`src/rtl/crypto_req_arbiter_if.sv`:
```
// Bundles the requester-side and crypto-unit-side signals of the arbiter.
// Handshake rules, for every valid/ready pair in this bundle:
//   a transfer happens in a cycle where valid and ready are both high; the
//   sender keeps valid and payload stable until that cycle. Response pulses
//   (resp_valid, m_resp_valid) are single-cycle and carry no ready.
// The master modport is the arbiter's view; slave is the environment
// (requesters plus crypto unit).
interface crypto_req_arbiter_if #(
  parameter int NUM_REQ = 2,
  parameter int DATA_W  = 32,
  parameter int OP_W    = 6
);
  localparam int OWN_W = (NUM_REQ > 1) ? $clog2(NUM_REQ) : 1;

  // requester side
  logic [NUM_REQ-1:0]        req_valid;
  logic [NUM_REQ-1:0]        req_ready;
  logic [NUM_REQ*OP_W-1:0]   req_op;
  logic [NUM_REQ*DATA_W-1:0] req_rs1;
  logic [NUM_REQ*DATA_W-1:0] req_rs2;
  logic [NUM_REQ*2-1:0]      req_bs;
  logic [NUM_REQ-1:0]        req_flush;
  logic [NUM_REQ-1:0]        resp_valid;
  logic [DATA_W-1:0]         resp_data;
  logic                      resp_err;

  // crypto unit side
  logic                      m_req_valid;
  logic                      m_req_ready;
  logic [OP_W-1:0]           m_op;
  logic [DATA_W-1:0]         m_rs1;
  logic [DATA_W-1:0]         m_rs2;
  logic [1:0]                m_bs;
  logic                      m_resp_valid;
  logic [DATA_W-1:0]         m_resp_data;
  logic                      m_abort;

  // status / debug
  logic                      busy;
  logic [OWN_W-1:0]          owner;
  logic [1:0]                dbg_state;

  modport master (
    input  req_valid, req_op, req_rs1, req_rs2, req_bs, req_flush,
    input  m_req_ready, m_resp_valid, m_resp_data,
    output req_ready, resp_valid, resp_data, resp_err,
    output m_req_valid, m_op, m_rs1, m_rs2, m_bs, m_abort,
    output busy, owner, dbg_state
  );

  modport slave (
    output req_valid, req_op, req_rs1, req_rs2, req_bs, req_flush,
    output m_req_ready, m_resp_valid, m_resp_data,
    input  req_ready, resp_valid, resp_data, resp_err,
    input  m_req_valid, m_op, m_rs1, m_rs2, m_bs, m_abort,
    input  busy, owner, dbg_state
  );
endinterface

```
`src/rtl/crypto_req_arbiter.sv`:
```
// Round-robin arbiter sharing one AES/SM4 crypto unit between NUM_REQ
// requesters. Latches the winner's operands, issues them on a single
// valid/ready channel, routes the result back to the owner, and handles
// owner flush and a response watchdog (timeout -> abort + error response).
module crypto_req_arbiter #(
  parameter int NUM_REQ = 2,
  parameter int DATA_W  = 32,
  parameter int OP_W    = 6,
  parameter int TIMEOUT = 64
) (
  input  logic                  clk,
  input  logic                  rst,
  crypto_req_arbiter_if.master  bus
);
  localparam int OWN_W = (NUM_REQ > 1) ? $clog2(NUM_REQ) : 1;
  localparam int TMR_W = $clog2(TIMEOUT);
  localparam logic [TMR_W-1:0] TMR_LAST = TMR_W'(TIMEOUT - 1);
  localparam logic [OWN_W-1:0] OWN_MAX  = OWN_W'(NUM_REQ - 1);

  typedef enum logic [1:0] {
    ST_IDLE  = 2'd0,
    ST_ISSUE = 2'd1,
    ST_WAIT  = 2'd2
  } state_t;

  state_t              state_q, state_d;
  logic [OWN_W-1:0]    rr_ptr_q, rr_ptr_d;
  logic [OWN_W-1:0]    owner_q, owner_d;
  logic [TMR_W-1:0]    timer_q, timer_d;
  logic [OP_W-1:0]     op_q, op_d;
  logic [DATA_W-1:0]   rs1_q, rs1_d;
  logic [DATA_W-1:0]   rs2_q, rs2_d;
  logic [1:0]          bs_q, bs_d;
  logic [NUM_REQ-1:0]  resp_valid_q, resp_valid_d;
  logic [DATA_W-1:0]   resp_data_q, resp_data_d;
  logic                resp_err_q, resp_err_d;

  logic [OP_W-1:0]     op_a  [NUM_REQ];
  logic [DATA_W-1:0]   rs1_a [NUM_REQ];
  logic [DATA_W-1:0]   rs2_a [NUM_REQ];
  logic [1:0]          bs_a  [NUM_REQ];

  logic [NUM_REQ-1:0]  eligible;
  logic                grant_found;
  logic [OWN_W-1:0]    grant_idx;
  logic [OWN_W-1:0]    cand;
  logic [OWN_W-1:0]    next_ptr;
  logic                owner_flush;
  logic [NUM_REQ-1:0]  req_ready_c;
  logic                m_abort_c;

  function automatic logic [NUM_REQ-1:0] onehot(input logic [OWN_W-1:0] idx);
    onehot = NUM_REQ'(1) << idx;
  endfunction

  // Unpack the per-requester payload buses into indexable arrays.
  always_comb begin
    for (int i = 0; i < NUM_REQ; i++) begin
      op_a[i]  = bus.req_op[i*OP_W +: OP_W];
      rs1_a[i] = bus.req_rs1[i*DATA_W +: DATA_W];
      rs2_a[i] = bus.req_rs2[i*DATA_W +: DATA_W];
      bs_a[i]  = bus.req_bs[i*2 +: 2];
    end
  end

  // Round-robin pick: first eligible index starting at rr_ptr, wrapping.
  always_comb begin
    eligible    = bus.req_valid & ~bus.req_flush;
    grant_found = 1'b0;
    grant_idx   = '0;
    cand        = '0;
    for (int k = 0; k < NUM_REQ; k++) begin
      cand = OWN_W'((int'(rr_ptr_q) + k) % NUM_REQ);
      if (!grant_found && eligible[cand]) begin
        grant_found = 1'b1;
        grant_idx   = cand;
      end
    end
  end

  // The requester after the owner gets first chance at the next grant.
  always_comb begin
    next_ptr    = (owner_q == OWN_MAX) ? '0 : owner_q + OWN_W'(1);
    owner_flush = bus.req_flush[owner_q];
  end

  // Next-state and combinational outputs of the arbitration FSM.
  always_comb begin
    state_d      = state_q;
    rr_ptr_d     = rr_ptr_q;
    owner_d      = owner_q;
    timer_d      = timer_q;
    op_d         = op_q;
    rs1_d        = rs1_q;
    rs2_d        = rs2_q;
    bs_d         = bs_q;
    resp_valid_d = '0;
    resp_data_d  = resp_data_q;
    resp_err_d   = 1'b0;
    req_ready_c  = '0;
    m_abort_c    = 1'b0;

    unique case (state_q)
      ST_IDLE: begin
        if (grant_found) begin
          req_ready_c = onehot(grant_idx);
          owner_d     = grant_idx;
          op_d        = op_a[grant_idx];
          rs1_d       = rs1_a[grant_idx];
          rs2_d       = rs2_a[grant_idx];
          bs_d        = bs_a[grant_idx];
          timer_d     = '0;
          state_d     = ST_ISSUE;
        end
      end

      ST_ISSUE: begin
        // A flush cancels the request even if the unit takes it this cycle.
        if (owner_flush) begin
          m_abort_c = 1'b1;
          rr_ptr_d  = next_ptr;
          state_d   = ST_IDLE;
        end else if (bus.m_req_ready) begin
          state_d = ST_WAIT;
        end
      end

      ST_WAIT: begin
        // Priority: flush, then a real response, then the watchdog.
        if (owner_flush) begin
          m_abort_c = 1'b1;
          rr_ptr_d  = next_ptr;
          state_d   = ST_IDLE;
        end else if (bus.m_resp_valid) begin
          resp_valid_d = onehot(owner_q);
          resp_data_d  = bus.m_resp_data;
          resp_err_d   = 1'b0;
          rr_ptr_d     = next_ptr;
          state_d      = ST_IDLE;
        end else if (timer_q == TMR_LAST) begin
          m_abort_c    = 1'b1;
          resp_valid_d = onehot(owner_q);
          resp_data_d  = '0;
          resp_err_d   = 1'b1;
          rr_ptr_d     = next_ptr;
          state_d      = ST_IDLE;
        end else begin
          timer_d = timer_q + TMR_W'(1);
        end
      end

      default: begin
        state_d = ST_IDLE;
      end
    endcase
  end

  // State, latched payload and registered response; reset drops everything.
  always_ff @(posedge clk or posedge rst) begin
    if (rst) begin
      state_q      <= ST_IDLE;
      rr_ptr_q     <= '0;
      owner_q      <= '0;
      timer_q      <= '0;
      op_q         <= '0;
      rs1_q        <= '0;
      rs2_q        <= '0;
      bs_q         <= '0;
      resp_valid_q <= '0;
      resp_data_q  <= '0;
      resp_err_q   <= 1'b0;
    end else begin
      state_q      <= state_d;
      rr_ptr_q     <= rr_ptr_d;
      owner_q      <= owner_d;
      timer_q      <= timer_d;
      op_q         <= op_d;
      rs1_q        <= rs1_d;
      rs2_q        <= rs2_d;
      bs_q         <= bs_d;
      resp_valid_q <= resp_valid_d;
      resp_data_q  <= resp_data_d;
      resp_err_q   <= resp_err_d;
    end
  end

  assign bus.req_ready   = req_ready_c;
  assign bus.resp_valid  = resp_valid_q;
  assign bus.resp_data   = resp_data_q;
  assign bus.resp_err    = resp_err_q;
  assign bus.m_req_valid = (state_q == ST_ISSUE);
  assign bus.m_op        = op_q;
  assign bus.m_rs1       = rs1_q;
  assign bus.m_rs2       = rs2_q;
  assign bus.m_bs        = bs_q;
  assign bus.m_abort     = m_abort_c;
  assign bus.busy        = (state_q != ST_IDLE);
  assign bus.owner       = owner_q;
  assign bus.dbg_state   = state_q;

  // At most one requester is accepted per cycle.
  a_ready_onehot: assert property (@(posedge clk) disable iff (rst)
    $onehot0(bus.req_ready));

  // Abort only ever comes out of an active transaction.
  a_abort_not_idle: assert property (@(posedge clk) disable iff (rst)
    bus.m_abort |-> (state_q != ST_IDLE));

  // Request payload holds while the unit is stalling us.
  a_payload_stable: assert property (@(posedge clk) disable iff (rst)
    (state_q == ST_ISSUE && !bus.m_req_ready && !owner_flush)
      |=> $stable({bus.m_op, bus.m_rs1, bus.m_rs2, bus.m_bs}));
endmodule
```
`src/flat_wrapper.sv`:
```
// flat-port wrapper written by rule: the top's interface ports become plain ports
module crypto_req_arbiter_flat 
#(
  parameter int NUM_REQ = 2,
  parameter int DATA_W  = 32,
  parameter int OP_W    = 6,
  parameter int TIMEOUT = 64
)
  (clk, rst, bus_req_valid, bus_req_op, bus_req_rs1, bus_req_rs2, bus_req_bs, bus_req_flush, bus_m_req_ready, bus_m_resp_valid, bus_m_resp_data, bus_req_ready, bus_resp_valid, bus_resp_data, bus_resp_err, bus_m_req_valid, bus_m_op, bus_m_rs1, bus_m_rs2, bus_m_bs, bus_m_abort, bus_busy, bus_owner, bus_dbg_state);
  crypto_req_arbiter_if #(.NUM_REQ(NUM_REQ), .DATA_W(DATA_W), .OP_W(OP_W)) bus_i ();
  input  logic clk;
  input  logic rst;
  input wire logic [$bits(bus_i.req_valid)-1:0] bus_req_valid;
  input wire logic [$bits(bus_i.req_op)-1:0] bus_req_op;
  input wire logic [$bits(bus_i.req_rs1)-1:0] bus_req_rs1;
  input wire logic [$bits(bus_i.req_rs2)-1:0] bus_req_rs2;
  input wire logic [$bits(bus_i.req_bs)-1:0] bus_req_bs;
  input wire logic [$bits(bus_i.req_flush)-1:0] bus_req_flush;
  input wire logic [$bits(bus_i.m_req_ready)-1:0] bus_m_req_ready;
  input wire logic [$bits(bus_i.m_resp_valid)-1:0] bus_m_resp_valid;
  input wire logic [$bits(bus_i.m_resp_data)-1:0] bus_m_resp_data;
  output wire logic [$bits(bus_i.req_ready)-1:0] bus_req_ready;
  output wire logic [$bits(bus_i.resp_valid)-1:0] bus_resp_valid;
  output wire logic [$bits(bus_i.resp_data)-1:0] bus_resp_data;
  output wire logic [$bits(bus_i.resp_err)-1:0] bus_resp_err;
  output wire logic [$bits(bus_i.m_req_valid)-1:0] bus_m_req_valid;
  output wire logic [$bits(bus_i.m_op)-1:0] bus_m_op;
  output wire logic [$bits(bus_i.m_rs1)-1:0] bus_m_rs1;
  output wire logic [$bits(bus_i.m_rs2)-1:0] bus_m_rs2;
  output wire logic [$bits(bus_i.m_bs)-1:0] bus_m_bs;
  output wire logic [$bits(bus_i.m_abort)-1:0] bus_m_abort;
  output wire logic [$bits(bus_i.busy)-1:0] bus_busy;
  output wire logic [$bits(bus_i.owner)-1:0] bus_owner;
  output wire logic [$bits(bus_i.dbg_state)-1:0] bus_dbg_state;
  assign bus_i.req_valid = bus_req_valid;
  assign bus_i.req_op = bus_req_op;
  assign bus_i.req_rs1 = bus_req_rs1;
  assign bus_i.req_rs2 = bus_req_rs2;
  assign bus_i.req_bs = bus_req_bs;
  assign bus_i.req_flush = bus_req_flush;
  assign bus_i.m_req_ready = bus_m_req_ready;
  assign bus_i.m_resp_valid = bus_m_resp_valid;
  assign bus_i.m_resp_data = bus_m_resp_data;
  assign bus_req_ready = bus_i.req_ready;
  assign bus_resp_valid = bus_i.resp_valid;
  assign bus_resp_data = bus_i.resp_data;
  assign bus_resp_err = bus_i.resp_err;
  assign bus_m_req_valid = bus_i.m_req_valid;
  assign bus_m_op = bus_i.m_op;
  assign bus_m_rs1 = bus_i.m_rs1;
  assign bus_m_rs2 = bus_i.m_rs2;
  assign bus_m_bs = bus_i.m_bs;
  assign bus_m_abort = bus_i.m_abort;
  assign bus_busy = bus_i.busy;
  assign bus_owner = bus_i.owner;
  assign bus_dbg_state = bus_i.dbg_state;
  crypto_req_arbiter #(.NUM_REQ(NUM_REQ), .DATA_W(DATA_W), .OP_W(OP_W), .TIMEOUT(TIMEOUT)) u_core (.clk(clk), .rst(rst), .bus(bus_i));
endmodule
```
`config.mk`:
```
export PLATFORM = sky130hd
export DESIGN_NAME = crypto_req_arbiter_flat
export DESIGN_NICKNAME = d
export VERILOG_FILES = /design/src/rtl/crypto_req_arbiter_if.sv /design/src/rtl/crypto_req_arbiter.sv /design/src/flat_wrapper.sv
export SDC_FILE = /design/constraint.sdc
export NUM_CORES = 1
export LEC_CHECK = 0
export CAP_MARGIN = 10
export CORE_MARGIN = 3
export CORE_UTILIZATION = 38
export DETAILED_ROUTE_END_ITERATION = 16
export GPL_TIMING_DRIVEN = 1
export PLACE_DENSITY = 0.8
export SLEW_MARGIN = 15
export SYNTH_ARGS = -nofsm -noshare
export SYNTH_HDL_FRONTEND = slang
export SYNTH_SLANG_ARGS = --single-unit
```
`constraint.sdc`:
```
create_clock -name clk -period 5.4 [get_ports clk]
set_input_delay 1.35 -clock clk [delete_from_list [all_inputs] [get_ports clk]]
set_output_delay 1.35 -clock clk [all_outputs]
set_load 0.05 [all_outputs]
```
==> flow_metrics.env <==
export IMPL_fmax_ghz=0.215
export IMPL_share_comb_of_total_power_pct=54.4
export IMPL_antenna_found_initial=0
export IMPL_p_int_w=0.00305
export IMPL_synth_top_family_by_area="compound AO/OA/AOI/OAI gates"
export IMPL_worstRegToRegCells=6
export IMPL_design_area_sq_um=8780
export IMPL_hold_path_class="flop to flop"
export IMPL_crit_path_start_kind="input pin"
export IMPL_grt_pass1_vias=5068
export IMPL_synth_distinct_cells=37
export IMPL_required_ns=4.05
export IMPL_min_to="u_core.bus.m_rs2[23]"
export IMPL_ys_seq_elements=117
export IMPL_yosys_warnings=0
export IMPL_clkSlewWorstSetupHoldPaths_ns=0.06
export IMPL_vias_per_cell=5.16
export IMPL_numPortBuffers=298
export IMPL_antenna_diode_count=0
export IMPL_hold_violations=0
export IMPL_endpoint_kind="primary output"
export IMPL_status="finished clean"
export IMPL_final_core_util_pct=67.9
export IMPL_grt_max_degree=108
export IMPL_slew_headroom_pct=20.5
export IMPL_crit_reg2reg_launch="u_core.timer_q[1]"
export IMPL_cp_num_buf_inv=2
export IMPL_yosysMostFrequentCell="dfrtp_1"
export IMPL_vias=4864
export IMPL_synth_edff_count=0
export IMPL_period_minus_slack_ns=4.66
export IMPL_synth_xor_area_share_pct=0
export IMPL_dp_final_hpwl_microns=12800
export IMPL_postCtsHoldBufs=0
export IMPL_drv_slew=0
export IMPL_synth_top_area_share_pct=57.1
export IMPL_drc=0
export IMPL_netSwitchingFraction_pct=47.7
export IMPL_stdcell_count=942
export IMPL_yosys_area_share_simple_pct=9.10
export IMPL_synthFlopType="dfrtp_1"
export IMPL_path_class="input pin to primary output"
export IMPL_slowest_stage="clkdlybuf4s50_1"
export IMPL_peakVddDrop_v=0.000289
export IMPL_p_total_w=0.00584
export IMPL_synth_compound_area_share_pct=21.4
export IMPL_cts_sinks=117
export IMPL_start_util_pct=39.7
export IMPL_grt_overflow=0
export IMPL_crit_chain="clkdlybuf4s50_1 -> nand2b_1 -> nor3_1 -> clkdlybuf4s50_1"
export IMPL_synth_largest_area_cell="dfrtp_1"
export IMPL_p_seq_share_pct=26.0
export IMPL_yosysSeqAreaShare_pct=57.1
export IMPL_nets=945
export IMPL_die_area_sq_um=14900
export IMPL_critPathArrivalTime_ns=3.31
export IMPL_ys_top_cells_by_area="dfrtp_1, o21ai_0, mux2i_1"
export IMPL_powerDensity_nw_per_um2=665
export IMPL_clock_skew_ns=0.00822
export IMPL_syn_cell_area_sq_um=5130
export IMPL_grt_pass1_wl_microns=26300
export IMPL_wl_microns=17500
export IMPL_p_clk_share_pct=19.6
export IMPL_syn_inst=472
export IMPL_cellLeakagePower_nw=3.74
export IMPL_dr_pass1_iters=4
export IMPL_max_cap_viol_count=0
export IMPL_regToRegEndpoint="u_core.bus.resp_data[0]"
export IMPL_drt_wirelength_per_cell_microns=18.6
export IMPL_setup_violations=0
export IMPL_initialDrtViolationCount=372
export IMPL_crit_fanout=5
export IMPL_fin_tns_setup_ns=0
export IMPL_fin_crit_sh_pct=86.3
export IMPL_synthMuxAreaShare_pct=7.13
export IMPL_synth_nets=660
export IMPL_hold_path_cell_count=2
export IMPL_switchingPower_w=0.00279
export IMPL_reg2reg_slack_ns=2.90
export IMPL_core_area_sq_um=12900
export IMPL_num_rows=41
export IMPL_clkLatencyLatePin_ns=0.42
export IMPL_root_buffer="clkbuf_16"
export IMPL_clk_path_buf_depth=2
export IMPL_worst_path_most_repeated_cell="clkdlybuf4s50_1"
export IMPL_area_growth_pct=71.3
export IMPL_grt_usage_pct=23.1
export IMPL_slowest_delay_ns=0.86
export IMPL_dieHeight_microns=122
export IMPL_cts_resized=0
export IMPL_pin_count=299
export IMPL_gp_congestion=0.837
export IMPL_cts_made_buffers=17
export IMPL_rsz0062_at_grt="no"
export IMPL_syn_area_per_cell_sq_um=10.9
export IMPL_synthArstFlopShare_pct=100
export IMPL_post_cts_buffers=0
export IMPL_min_from="u_core.bus.m_rs2[23]"
export IMPL_die_x_microns=122
export IMPL_cts_tree="built"
export IMPL_detail_route_antenna_nets=0
export IMPL_placed_area_sq_um=8170
export IMPL_drive_gt1_share_pct=6.36
export IMPL_synthAdderAreaFrac_pct=0.976
export IMPL_dp_cells=910
export IMPL_synth_common_cells="dfrtp_1, nand2_1, o21ai_0"
export IMPL_critPathTopFamily="buffers and inverters"
export IMPL_worst_pin_slew_ns=1.19
export IMPL_htreeDepth=4
==> state kept, by name, summed over array words and instances, names as in the netlist <==
signal,flops
u_core.bus.resp_data,32
u_core.bus.m_bs,2
u_core.bus.owner,1
u_core.bus.resp_err,1
u_core.bus.dbg_state,2
u_core.rr_ptr_q,1
u_core.timer_q,6
u_core.bus.resp_valid,2
u_core.bus.m_op,6
u_core.bus.m_rs2,32
u_core.bus.m_rs1,32
==> per-layer routing <==
| metal | GRT usage (%) | vias up | routed length, microns |
|---|---|---|---|
| li1 | - | 2285 | - |
| met2 | 41.9 | 218 | 9240 |
| met1 | 24.9 | 2345 | 6240 |
| met4 | 6.86 | 0 | 220 |
| met5 | 0 | - | 0 |
| met3 | 8.96 | 16 | 1800 |
==> worst register-to-register path: cells and delay by family, from the launching register on <==
family	cells	cell delay, ns
AO/OA/AOI/OAI	2	0.46
flip-flops	1	0.43
AND/OR/NAND/NOR	3	1.32
adder cells (fa/ha/maj)	1	0.23
==> worst max-delay path by stage <==
| stage | startpoint | endpoint | slack, ns | cells past startpoint |
|---|---|---|---|---|
| final | bus_req_flush[1] | bus_req_ready[1] | 0.74 | 4 |
| after CTS | bus_req_flush[1] | bus_req_ready[1] | 0.75 | 4 |
| after global routing | bus_req_flush[1] | bus_req_ready[1] | 0.61 | 4 |
| after global placement | bus_req_flush[1] | bus_req_ready[1] | 0.82 | 4 |
| after detailed placement | bus_req_flush[1] | bus_req_ready[1] | 0.75 | 4 |
| after floorplan | rst | u_core.bus.dbg_state[0] | 0.95 | 1 |
==> power groups by stage <==
stage               sequential, W  clock (W)  combinational [W]
global route              0.00157    0.00121            0.00333
floorplan                 0.00288          0           0.000631
CTS                       0.00152    0.00116            0.00321
finish                    0.00152    0.00114            0.00318
global placement          0.00150          0            0.00316
detailed placement        0.00152          0            0.00319
==> placed cells by master, fill, tap and decap left out, types with 6 or more instances in the layout <==
cell type / synthesis / final
a22o_1: 32 / 32
dfrtp_1: 117 / 117
a31oi_1: 6 / 6
nand3_1: 8 / 8
clkbuf_16: 0 / 17
nand2_1: 78 / 77
mux2i_1: 35 / 35
clkdlybuf4s50_1: 0 / 297
a22oi_1: 40 / 40
o21ai_0: 74 / 74
==> final cells by class <==
type | count | area, sq um
tap | 172 | 215
fill | 982 | 4150
clock buffer | 17 | 425
multi-input combinational | 315 | 2000
clock inverter | 15 | 179
sequential | 117 | 2930
timing repair buffer | 302 | 3010
inverter | 4 | 17.5
==> cell families (layout without fill, tap and decap cells) <==
group,after synthesis,in the layout
AO/OA/AOI/OAI,167,167
buffers and inverters,40,338
AND/OR/NAND/NOR,108,108
flip-flops,117,117
adder cells (fa/ha/maj),4,4
multiplexers,36,36
==> metrics by stage <==
step	hold slack (ns)	setup slack (ns)
after floorplan	0.465	0.949
after global placement	0.461	0.821
after detailed placement	0.469	0.750
after CTS	0.482	0.747
after global routing	0.501	0.614
final	0.473	0.741
Note: power is estimated with default switching activity, not from simulation.
